[src/rtl/ex_stage_if.sv]
// ex_stage_if
//   Bundles the id_ex -> EX inputs and the EX result outputs of the execute stage.
//   master: driven by the id_ex register side (decode), reads results/stall/HI/LO.
//   slave : the execute stage itself.
// Signals
//   aluop_i   [7:0]  operation code
//   alusel_i  [2:0]  result class
//   reg1_i    [31:0] operand 1 (register, immediate or shift amount)
//   reg2_i    [31:0] operand 2
//   wd_i      [4:0]  destination register address
//   wreg_i           destination write enable from decode
//   wd_o      [4:0]  destination address passed on
//   wreg_o           destination write enable
//   wdata_o   [31:0] result, also forwarded to decode
//   stall_req_o      high while a multiply holds the upstream stages
//   hi_o      [31:0] current HI register
//   lo_o      [31:0] current LO register
interface ex_stage_if;
  logic [7:0]  aluop_i;
  logic [2:0]  alusel_i;
  logic [31:0] reg1_i;
  logic [31:0] reg2_i;
  logic [4:0]  wd_i;
  logic        wreg_i;
  logic [4:0]  wd_o;
  logic        wreg_o;
  logic [31:0] wdata_o;
  logic        stall_req_o;
  logic [31:0] hi_o;
  logic [31:0] lo_o;

  modport master (
    output aluop_i, alusel_i, reg1_i, reg2_i, wd_i, wreg_i,
    input  wd_o, wreg_o, wdata_o, stall_req_o, hi_o, lo_o
  );

  modport slave (
    input  aluop_i, alusel_i, reg1_i, reg2_i, wd_i, wreg_i,
    output wd_o, wreg_o, wdata_o, stall_req_o, hi_o, lo_o
  );
endinterface

[src/rtl/ex_stage.sv]
// ex_stage
//   Execute stage. Logic, shift and move results are combinational so decode
//   can forward wdata_o in the same cycle. Owns HI/LO and runs MULTU (and
//   optionally MULT) as a 32-step shift-add multiplier, requesting a stall
//   while it works.
// Ports
//   clk  system clock, rising edge
//   rst  synchronous active-high reset
//   ex   ex_stage_if.slave: operands/opcode in, result/stall/HI/LO out
// Configuration
//   EX_SIGNED_MUL_EN  when defined, MULT runs on |r1|*|r2| and the product is
//                     negated at the end if the operand signs differ; when
//                     undefined, MULT behaves as a NOP.
//
// Multiply FSM
//   state  | meaning
//   IDLE   | no multiply running; a multiply opcode latches operands here
//   BUSY   | one shift-add step per cycle, 32 cycles
//   DONE   | product ready; written to {HI,LO} at the edge leaving DONE
module ex_stage (
  input logic      clk,
  input logic      rst,
  ex_stage_if.slave ex
);

  localparam int MUL_STEPS = 32;
  localparam logic [4:0] LAST_STEP = 5'(MUL_STEPS - 1);

  localparam logic [2:0] RES_NOP   = 3'b000;
  localparam logic [2:0] RES_LOGIC = 3'b001;
  localparam logic [2:0] RES_SHIFT = 3'b010;
  localparam logic [2:0] RES_MOVE  = 3'b011;

  localparam logic [7:0] OP_AND   = 8'b0010_0100;
  localparam logic [7:0] OP_OR    = 8'b0010_0101;
  localparam logic [7:0] OP_XOR   = 8'b0010_0110;
  localparam logic [7:0] OP_NOR   = 8'b0010_0111;
  localparam logic [7:0] OP_ANDI  = 8'b0101_1001;
  localparam logic [7:0] OP_ORI   = 8'b0101_1010;
  localparam logic [7:0] OP_XORI  = 8'b0101_1011;
  localparam logic [7:0] OP_SLL   = 8'b0111_1100;
  localparam logic [7:0] OP_SLLV  = 8'b0000_0100;
  localparam logic [7:0] OP_SRL   = 8'b0000_0010;
  localparam logic [7:0] OP_SRLV  = 8'b0000_0110;
  localparam logic [7:0] OP_SRA   = 8'b0000_0011;
  localparam logic [7:0] OP_SRAV  = 8'b0000_0111;
  localparam logic [7:0] OP_MOVZ  = 8'b0000_1010;
  localparam logic [7:0] OP_MOVN  = 8'b0000_1011;
  localparam logic [7:0] OP_MFHI  = 8'b0001_0000;
  localparam logic [7:0] OP_MTHI  = 8'b0001_0001;
  localparam logic [7:0] OP_MFLO  = 8'b0001_0010;
  localparam logic [7:0] OP_MTLO  = 8'b0001_0011;
  localparam logic [7:0] OP_MULT  = 8'b0001_1000;
  localparam logic [7:0] OP_MULTU = 8'b0001_1001;

  localparam logic [4:0] NOP_REG_ADDR = 5'd0;

  typedef enum logic [1:0] {S_IDLE, S_BUSY, S_DONE} mul_state_t;

  mul_state_t  state, state_nxt;
  logic [31:0] hi, lo;
  logic [63:0] mcand;
  logic [31:0] mplier;
  logic [63:0] acc;
  logic [4:0]  cnt;
  logic        neg;

  logic        is_mult;
  logic        start;
  logic [31:0] op1_abs, op2_abs;
  logic        start_neg;
  logic [63:0] mul_res;
  logic        stall_comb;
  logic [31:0] res;
  logic        res_ok;
  logic [4:0]  sh_amt;

`ifdef EX_SIGNED_MUL_EN
  assign is_mult   = (ex.aluop_i == OP_MULT);
  assign op1_abs   = (is_mult && ex.reg1_i[31]) ? (~ex.reg1_i + 32'd1) : ex.reg1_i;
  assign op2_abs   = (is_mult && ex.reg2_i[31]) ? (~ex.reg2_i + 32'd1) : ex.reg2_i;
  assign start_neg = is_mult && (ex.reg1_i[31] ^ ex.reg2_i[31]);
`else
  assign is_mult   = 1'b0;
  assign op1_abs   = ex.reg1_i;
  assign op2_abs   = ex.reg2_i;
  assign start_neg = 1'b0;
`endif

  assign start   = (state == S_IDLE) && ((ex.aluop_i == OP_MULTU) || is_mult);
  assign mul_res = neg ? (~acc + 64'd1) : acc;

  always_comb begin
    state_nxt  = state;
    stall_comb = 1'b0;
    case (state)
      S_IDLE: begin
        if (start) begin
          state_nxt  = S_BUSY;
          stall_comb = 1'b1;
        end
      end
      S_BUSY: begin
        stall_comb = 1'b1;
        if (cnt == LAST_STEP) state_nxt = S_DONE;
      end
      S_DONE:  state_nxt = S_IDLE;
      default: state_nxt = S_IDLE;
    endcase
  end

  always_ff @(posedge clk) begin
    if (rst) begin
      state  <= S_IDLE;
      hi     <= '0;
      lo     <= '0;
      mcand  <= '0;
      mplier <= '0;
      acc    <= '0;
      cnt    <= '0;
      neg    <= 1'b0;
    end else begin
      state <= state_nxt;
      case (state)
        S_IDLE: begin
          if (start) begin
            mcand  <= {32'd0, op1_abs};
            mplier <= op2_abs;
            acc    <= '0;
            cnt    <= '0;
            neg    <= start_neg;
          end
        end
        S_BUSY: begin
          // mcand is kept pre-shifted, so adding it equals adding multiplicand<<cnt
          if (mplier[0]) acc <= acc + mcand;
          mcand  <= mcand << 1;
          mplier <= mplier >> 1;
          cnt    <= cnt + 5'd1;
        end
        default: ;
      endcase
      // The multiply result wins over a move into HI/LO in the same cycle.
      if (state == S_DONE) begin
        hi <= mul_res[63:32];
        lo <= mul_res[31:0];
      end else begin
        if (ex.aluop_i == OP_MTHI) hi <= ex.reg1_i;
        if (ex.aluop_i == OP_MTLO) lo <= ex.reg1_i;
      end
    end
  end

  assign sh_amt = ex.reg1_i[4:0];

  always_comb begin
    res    = '0;
    res_ok = 1'b0;
    case (ex.alusel_i)
      RES_LOGIC: begin
        res_ok = 1'b1;
        case (ex.aluop_i)
          OP_OR, OP_ORI:   res = ex.reg1_i | ex.reg2_i;
          OP_AND, OP_ANDI: res = ex.reg1_i & ex.reg2_i;
          OP_XOR, OP_XORI: res = ex.reg1_i ^ ex.reg2_i;
          OP_NOR:          res = ~(ex.reg1_i | ex.reg2_i);
          default:         res_ok = 1'b0;
        endcase
      end
      RES_SHIFT: begin
        res_ok = 1'b1;
        case (ex.aluop_i)
          OP_SLL, OP_SLLV: res = ex.reg2_i << sh_amt;
          OP_SRL, OP_SRLV: res = ex.reg2_i >> sh_amt;
          OP_SRA, OP_SRAV: res = $unsigned($signed(ex.reg2_i) >>> sh_amt);
          default:         res_ok = 1'b0;
        endcase
      end
      RES_MOVE: begin
        res_ok = 1'b1;
        case (ex.aluop_i)
          OP_MFHI:          res = hi;
          OP_MFLO:          res = lo;
          OP_MOVN, OP_MOVZ: res = ex.reg1_i;
          default:          res_ok = 1'b0;
        endcase
      end
      RES_NOP: ;
      default: ;
    endcase
    if (!res_ok) res = '0;
  end

  always_comb begin
    if (rst) begin
      ex.wdata_o     = '0;
      ex.wd_o        = NOP_REG_ADDR;
      ex.wreg_o      = 1'b0;
      ex.stall_req_o = 1'b0;
    end else begin
      ex.wdata_o     = res;
      ex.wd_o        = ex.wd_i;
      ex.wreg_o      = ex.wreg_i && res_ok;
      ex.stall_req_o = stall_comb;
    end
  end

  assign ex.hi_o = hi;
  assign ex.lo_o = lo;

endmodule

[src/flat_wrapper.sv]
// flat-port wrapper written by rule: the top's interface ports become plain ports
module ex_stage_flat 
  (clk, rst, ex_aluop_i, ex_alusel_i, ex_reg1_i, ex_reg2_i, ex_wd_i, ex_wreg_i, ex_wd_o, ex_wreg_o, ex_wdata_o, ex_stall_req_o, ex_hi_o, ex_lo_o);
  ex_stage_if ex_i ();
  input logic clk;
  input logic rst;
  input wire logic [$bits(ex_i.aluop_i)-1:0] ex_aluop_i;
  input wire logic [$bits(ex_i.alusel_i)-1:0] ex_alusel_i;
  input wire logic [$bits(ex_i.reg1_i)-1:0] ex_reg1_i;
  input wire logic [$bits(ex_i.reg2_i)-1:0] ex_reg2_i;
  input wire logic [$bits(ex_i.wd_i)-1:0] ex_wd_i;
  input wire logic [$bits(ex_i.wreg_i)-1:0] ex_wreg_i;
  output wire logic [$bits(ex_i.wd_o)-1:0] ex_wd_o;
  output wire logic [$bits(ex_i.wreg_o)-1:0] ex_wreg_o;
  output wire logic [$bits(ex_i.wdata_o)-1:0] ex_wdata_o;
  output wire logic [$bits(ex_i.stall_req_o)-1:0] ex_stall_req_o;
  output wire logic [$bits(ex_i.hi_o)-1:0] ex_hi_o;
  output wire logic [$bits(ex_i.lo_o)-1:0] ex_lo_o;
  assign ex_i.aluop_i = ex_aluop_i;
  assign ex_i.alusel_i = ex_alusel_i;
  assign ex_i.reg1_i = ex_reg1_i;
  assign ex_i.reg2_i = ex_reg2_i;
  assign ex_i.wd_i = ex_wd_i;
  assign ex_i.wreg_i = ex_wreg_i;
  assign ex_wd_o = ex_i.wd_o;
  assign ex_wreg_o = ex_i.wreg_o;
  assign ex_wdata_o = ex_i.wdata_o;
  assign ex_stall_req_o = ex_i.stall_req_o;
  assign ex_hi_o = ex_i.hi_o;
  assign ex_lo_o = ex_i.lo_o;
  ex_stage u_core (.clk(clk), .rst(rst), .ex(ex_i));
endmodule
[config.mk]
export PLATFORM = sky130hd
export DESIGN_NAME = ex_stage_flat
export DESIGN_NICKNAME = d
export VERILOG_FILES = /design/src/rtl/ex_stage_if.sv /design/src/rtl/ex_stage.sv /design/src/flat_wrapper.sv
export SDC_FILE = /design/constraint.sdc
export NUM_CORES = 1
export LEC_CHECK = 0
export BUFFER_PORTS_ARGS = -buffer_cell sky130_fd_sc_hd__buf_2
export CORE_MARGIN = 3
export CORE_UTILIZATION = 30
export CTS_BUF_LIST = sky130_fd_sc_hd__clkbuf_4 sky130_fd_sc_hd__clkbuf_8
export DETAILED_ROUTE_END_ITERATION = 10
export PLACE_DENSITY = 0.55
export SKIP_CTS_REPAIR_TIMING = 1
export SYNTH_ARGS = -nofsm -noshare
export SYNTH_HDL_FRONTEND = slang
export SYNTH_SLANG_ARGS = --single-unit
export TNS_END_PERCENT = 10
[constraint.sdc]
create_clock -name clk -period 5.2 [get_ports clk]
set_input_delay 0.26 -clock clk [delete_from_list [all_inputs] [get_ports clk]]
set_output_delay 0.26 -clock clk [all_outputs]
set_load 0.005 [all_outputs]
; ---- After elaboration in Yosys (flattened, before gate mapping)
; Cells that the tools add are included.
[word_totals]
register_bits = 231
elab_cells = 95
[classes]
n_addsub = 2
eq_ne = 29
n_shift = 3
n_mux = 31
bitwise = 4
reduce_logical = 19
[op_table]
columns = operator, count
row1 = $pmux W32 S3, 3
row2 = $pmux W64 S2, 2
row3 = $mux W32, 7
row4 = $mux W64, 3
row5 = $pmux W32 S4, 1
row6 = $add A64 B64 Y64, 1
row7 = $pmux W32 S2, 1
row8 = $eq A8 B5 Y1 const B, 5
row9 = $and A32 B32 Y32, 1
row10 = $eq A8 B6 Y1 const B, 4
row11 = $eq A8 B7 Y1 const B, 4
row12 = $not A32 Y32, 1
row13 = $or A32 B32 Y32, 1
row14 = $shl A32 B5 Y32, 1
row15 = $shr A32 B5 Y32, 1
row16 = $sshr A32 B5 Y32, 1
row17 = $xor A32 B32 Y32, 1
row18 = $eq A8 B3 Y1 const B, 3
row19 = $eq A8 B2 Y1 const B, 2
row20 = $eq A8 B4 Y1 const B, 2
row21 = $reduce_or A2 Y1, 7
row22 = $mux W5, 2
row23 = $pmux W5 S2, 1
row24 = $reduce_or A7 Y1, 1
row25 = 19 further kinds, 32

; ---- Depth between registers and ports, before layout
[logic_depth]
word_depth = 6
ltp_mapped = 15
ltp_nobuf = 13

; ---- Worst setup path before layout
; No wires, ideal clock.
[synth_path]
path_kind = flip-flop to flip-flop
start = register u_core.acc[0]
end = register u_core.acc[60]
setup_ns = 0.117
arrival_ns = 3.018
required_time_ns = 5.083
path_slack_ns = 2.065
stages_incl_launch_ff = 14
path_buffers = 0
period_less_slack_ns = 3.135
cell_sequence = dfxtp_1 -> ha_1 -> inv_1 -> fa_1 -> and2b_1 -> o31a_1 -> o31ai_1 -> o21ai_0 -> a41oi_2 -> a211oi_2 -> a41oi_2 -> o41ai_2 -> xor2_1 -> a22o_1
[synth_via]
elab_chain_len = 3
[synth_lines]
columns = element, line
row1 = "start, declared", ex_stage.sv:64  ; logic [63:0] acc;
row2 = "start signal, assigned", ex_stage.sv:136  ; if (mplier[0]) acc <= acc + mcand;
row3 = $add A64 B64 Y64, ex_stage.sv:136
row4 = $mux W64, ex_stage.sv:136
row5 = $pmux W64 S2, ex_stage.sv:124  ; case (state)
; No other way between the ends. The select of a mux whose other input is x is not followed.
; A chain may end at the register's enable or synchronous reset.

; ---- Final worst setup path
; Same ends and word-level chain as after synthesis.

==> flow_summary.toml <==
[clock_tree]
clk_latency_ns = 0.61
cts_tree = "yes"
clkTransAtPathRegs_ns = 0.06
ctsLongestPathBuffers = 3
cts_buffers = 46
clockRootBuffer = "clkbuf_8"
htreeDepth = 2
clock-sinks = 231

[die]
rows = 91
start_util = 0.3058
die_h_um = 258.0
fp.dieW_um = 258.0
ioPinCount = 186
die_area_um2 = 66550
coreArea_um2 = 62280

[grt]
grt_max_degree = 83
gr-total-overflow = 0
grt_pass1_wl_mm = 126.6
grt_usage = 0.2477
grt_pass1_vias = 19150
antenna_found_initial = 2

[layout]
fill_cells = 6645
drive_gt1_frac = 0.1480
layout_commonest_cell = "nor2_1"
fin_area_um2 = 21700
syn_to_final_growth_pct = 13.94
final_cell_mix = "366 x nor2_1, 308 x nand2_1, 231 x dfxtp_1"
nNetsFinal = 2812

[worst_setup_path]
start_kind = "flip-flop"
path_cells = "ha_1, inv_1, fa_1, and2b_1, o31a_1, o31ai_1, o21ai_0, a41oi_2, a211oi_2, a41oi_2, o41ai_2, xor2_1, a22o_1"
reg2reg_to = "u_core.acc[60]"
critical-path-max-stage-delay_ns = 0.54
critPathBufInv = 1
worstSetupPathDepth = 13
cp_slowest_cell = "o21ai_0"
crit_type = "reg -> reg"
rr_worst_depth = 13
path_max_fanout = 4
worstPathArrival_ns = 4.40
path_delay_family = "compound AO/OA/AOI/OAI gates"
critPathRequiredTime_ns = 5.69
r2r_slack_ns = 1.29
r2r-start = "u_core.acc[0]"
cpMostUsedCell = "a41oi_2"
end_kind = "flip-flop"

[flow_run]
cap_violations = 0

[timing]
slew_viol_final = 0
min_period_over_period = 0.7518
skew_ns = 0.02447
hold_viol_final = 2
setup_viol = 0
maxSlewHeadroom = 0.1975
period_needed_ns = 3.909
tightestPinTransition_ns = 1.194
setup_tns_ns = 0
fin_ws_ns = 1.291
fmax_mhz = 255.8
hold_slack_ns = -0.009928
rsz0062_at_grt = "false"

[pwr]
power_density_nw_per_um2 = 207.1
fin_total_pwr_mw = 4.495
power.leakage_nw = 9.232
peakVddDrop_uv = 167.4

[worst_hold_path]
hold_path_class = "in -> reg"
hp-start = "ex_reg1_i[28]"
hold-path-cell-count = 3
holdPathEnd = "u_core.mcand[28]"

[status]
status = "finished, violations left"
violations = "hold timing"

[place]
gp_congestion = 0.9669
dp_hpwl_mm = 64.53
place_ws_ns = 1.390
placed_area_um2 = 20580
portBuffers = 185

[yosys]
synth_edf_count = 0
syn_area_um2 = 19050
synth_area_leaders = "dfxtp_1 24%, ha_1 8.6%, nor2_1 7.3%, nand2_1 6.1%, a21oi_1 5.8%"
yosys_register_bits = 231
ys_seq_area_frac = 0.2428
synthArstFlopShare = 0
syn_avg_cell_area_um2 = 7.532
synth_ff_type = "dfxtp_1"
synth.distinct_cells = 74
yosys_warnings = 0
synth.largest_area_cell = "dfxtp_1"
synth_top_area_frac = 0.2428
synth_fp_nets = 2744
postSynthCellCount = 2529

[routing]
drc = 0
first_iter_violations = 2024
antenna_left = 0
via_count = 20560
drt_wl_total_mm = 86.46
drtPass1Iterations = 6
routed_via_density = 5.928
wl_per_cell_um = 24.93
==> where the power goes <==
| group | switching [mW] | total [mW] | internal, mW | leakage [nW] |
|---|---|---|---|---|
| Combinational | 0.426 | 0.645 | 0.218 | 6.84 |
| Clock | 0.851 | 2.07 | 1.22 | 0.536 |
| Sequential | 0.00451 | 1.78 | 1.78 | 1.86 |
| Total | 1.28 | 4.49 | 3.21 | 9.23 |
==> routing by layer <==
layer / vias to the layer above / global-route usage / wire length (um)
met5: - / 0 / 0
met4: 0 / 0.09176 / 3065
met3: 158 / 0.05060 / 7925
met2: 1037 / 0.3705 / 36780
met1: 9975 / 0.3498 / 38690
li1: 9388 / - / -
==> cells by family after synthesis <==
logic type | share of synthesized area
fa+ha+maj | 0.08710
compound gates | 0.2840
simple gates | 0.1887
xor+xnor | 0.02713
buf+inv | 0.06122
flops | 0.2428
mux | 0.1091
==> cell usage after synthesis (12+ instances only) <==
| library cell | n |
|---|---|
| dfxtp_1 | 231 |
| nand3_1 | 43 |
| nor3_1 | 24 |
| a221oi_1 | 12 |
| o31ai_1 | 12 |
| o221ai_1 | 35 |
| a31oi_1 | 15 |
| a22oi_1 | 38 |
| mux2i_1 | 94 |
| a21o_1 | 41 |
| o22ai_1 | 42 |
| a211oi_1 | 82 |
| o21ai_0 | 116 |
| o211ai_1 | 13 |
| nand2_1 | 308 |
| a22o_1 | 40 |
| or3_1 | 13 |
| buf_1 | 21 |
| a311oi_1 | 63 |
| o21bai_1 | 15 |
| inv_1 | 86 |
| buf_2 | 16 |
| nor2_1 | 369 |
| a21oi_1 | 219 |
| clkbuf_1 | 180 |
| xor2_1 | 24 |
| ha_1 | 131 |
| mux4_2 | 48 |
| nand4_1 | 24 |
| xnor2_1 | 35 |
| nand2b_1 | 16 |
==> worst max path at each step <==
| stage | startpoint | endpoint | slack (ns) |
|---|---|---|---|
| floorplan | u_core.acc[0] | u_core.acc[60] | 2.06 |
| global placement | ex_reg1_i[0] | ex_wdata_o[15] | 1.46 |
| detailed placement | u_core.acc[0] | u_core.acc[60] | 1.39 |
| CTS | u_core.acc[0] | u_core.acc[60] | 1.36 |
| global route | u_core.acc[0] | u_core.acc[60] | 1.07 |
| finish | u_core.acc[0] | u_core.acc[60] | 1.29 |
==> per-stage QoR <==
| step | instances | utilization |
|---|---|---|
| CTS | 3455 | 0.3466 |
| global route | 3468 | 0.3485 |
| detailed placement | 3375 | 0.3305 |
| global placement | 3375 | 0.3305 |
| floorplan | 2529 | - |
| finish | 3468 | 0.3485 |
==> layout make-up <==
class / instances / area (um^2) / share of cell area
multi-input combinational: 1993 / 13330 / 0.6143
clock inverter: 9 / 127.6 / 0.005880
clock buffer: 71 / 877.1 / 0.04041
tap: 837 / 1047 / 0.04825
antenna: 2 / 5.005 / 0.0002306
sequential: 231 / 4624 / 0.2131
inverter: 87 / 326.6 / 0.01505
timing repair buffer: 238 / 1363 / 0.06278
==> flip-flops by register name, summed over array words and instances (netlist names) <==
register	cells
u_core.acc	64
u_core.mcand	64
u_core.ex.hi_o	32
u_core.ex.lo_o	32
u_core.mplier	32
u_core.cnt	5
u_core.state	2
==> worst reg2reg max path, delay by kind of cell (launching register included) <==
family          cells  cell delay, ns
flops               1            0.37
fa+ha+maj           2            0.59
compound gates      8            2.40
xor+xnor            1            0.11
simple gates        1            0.25
buf+inv             1            0.07
No activity file was read; power rests on OpenSTA's default activity.
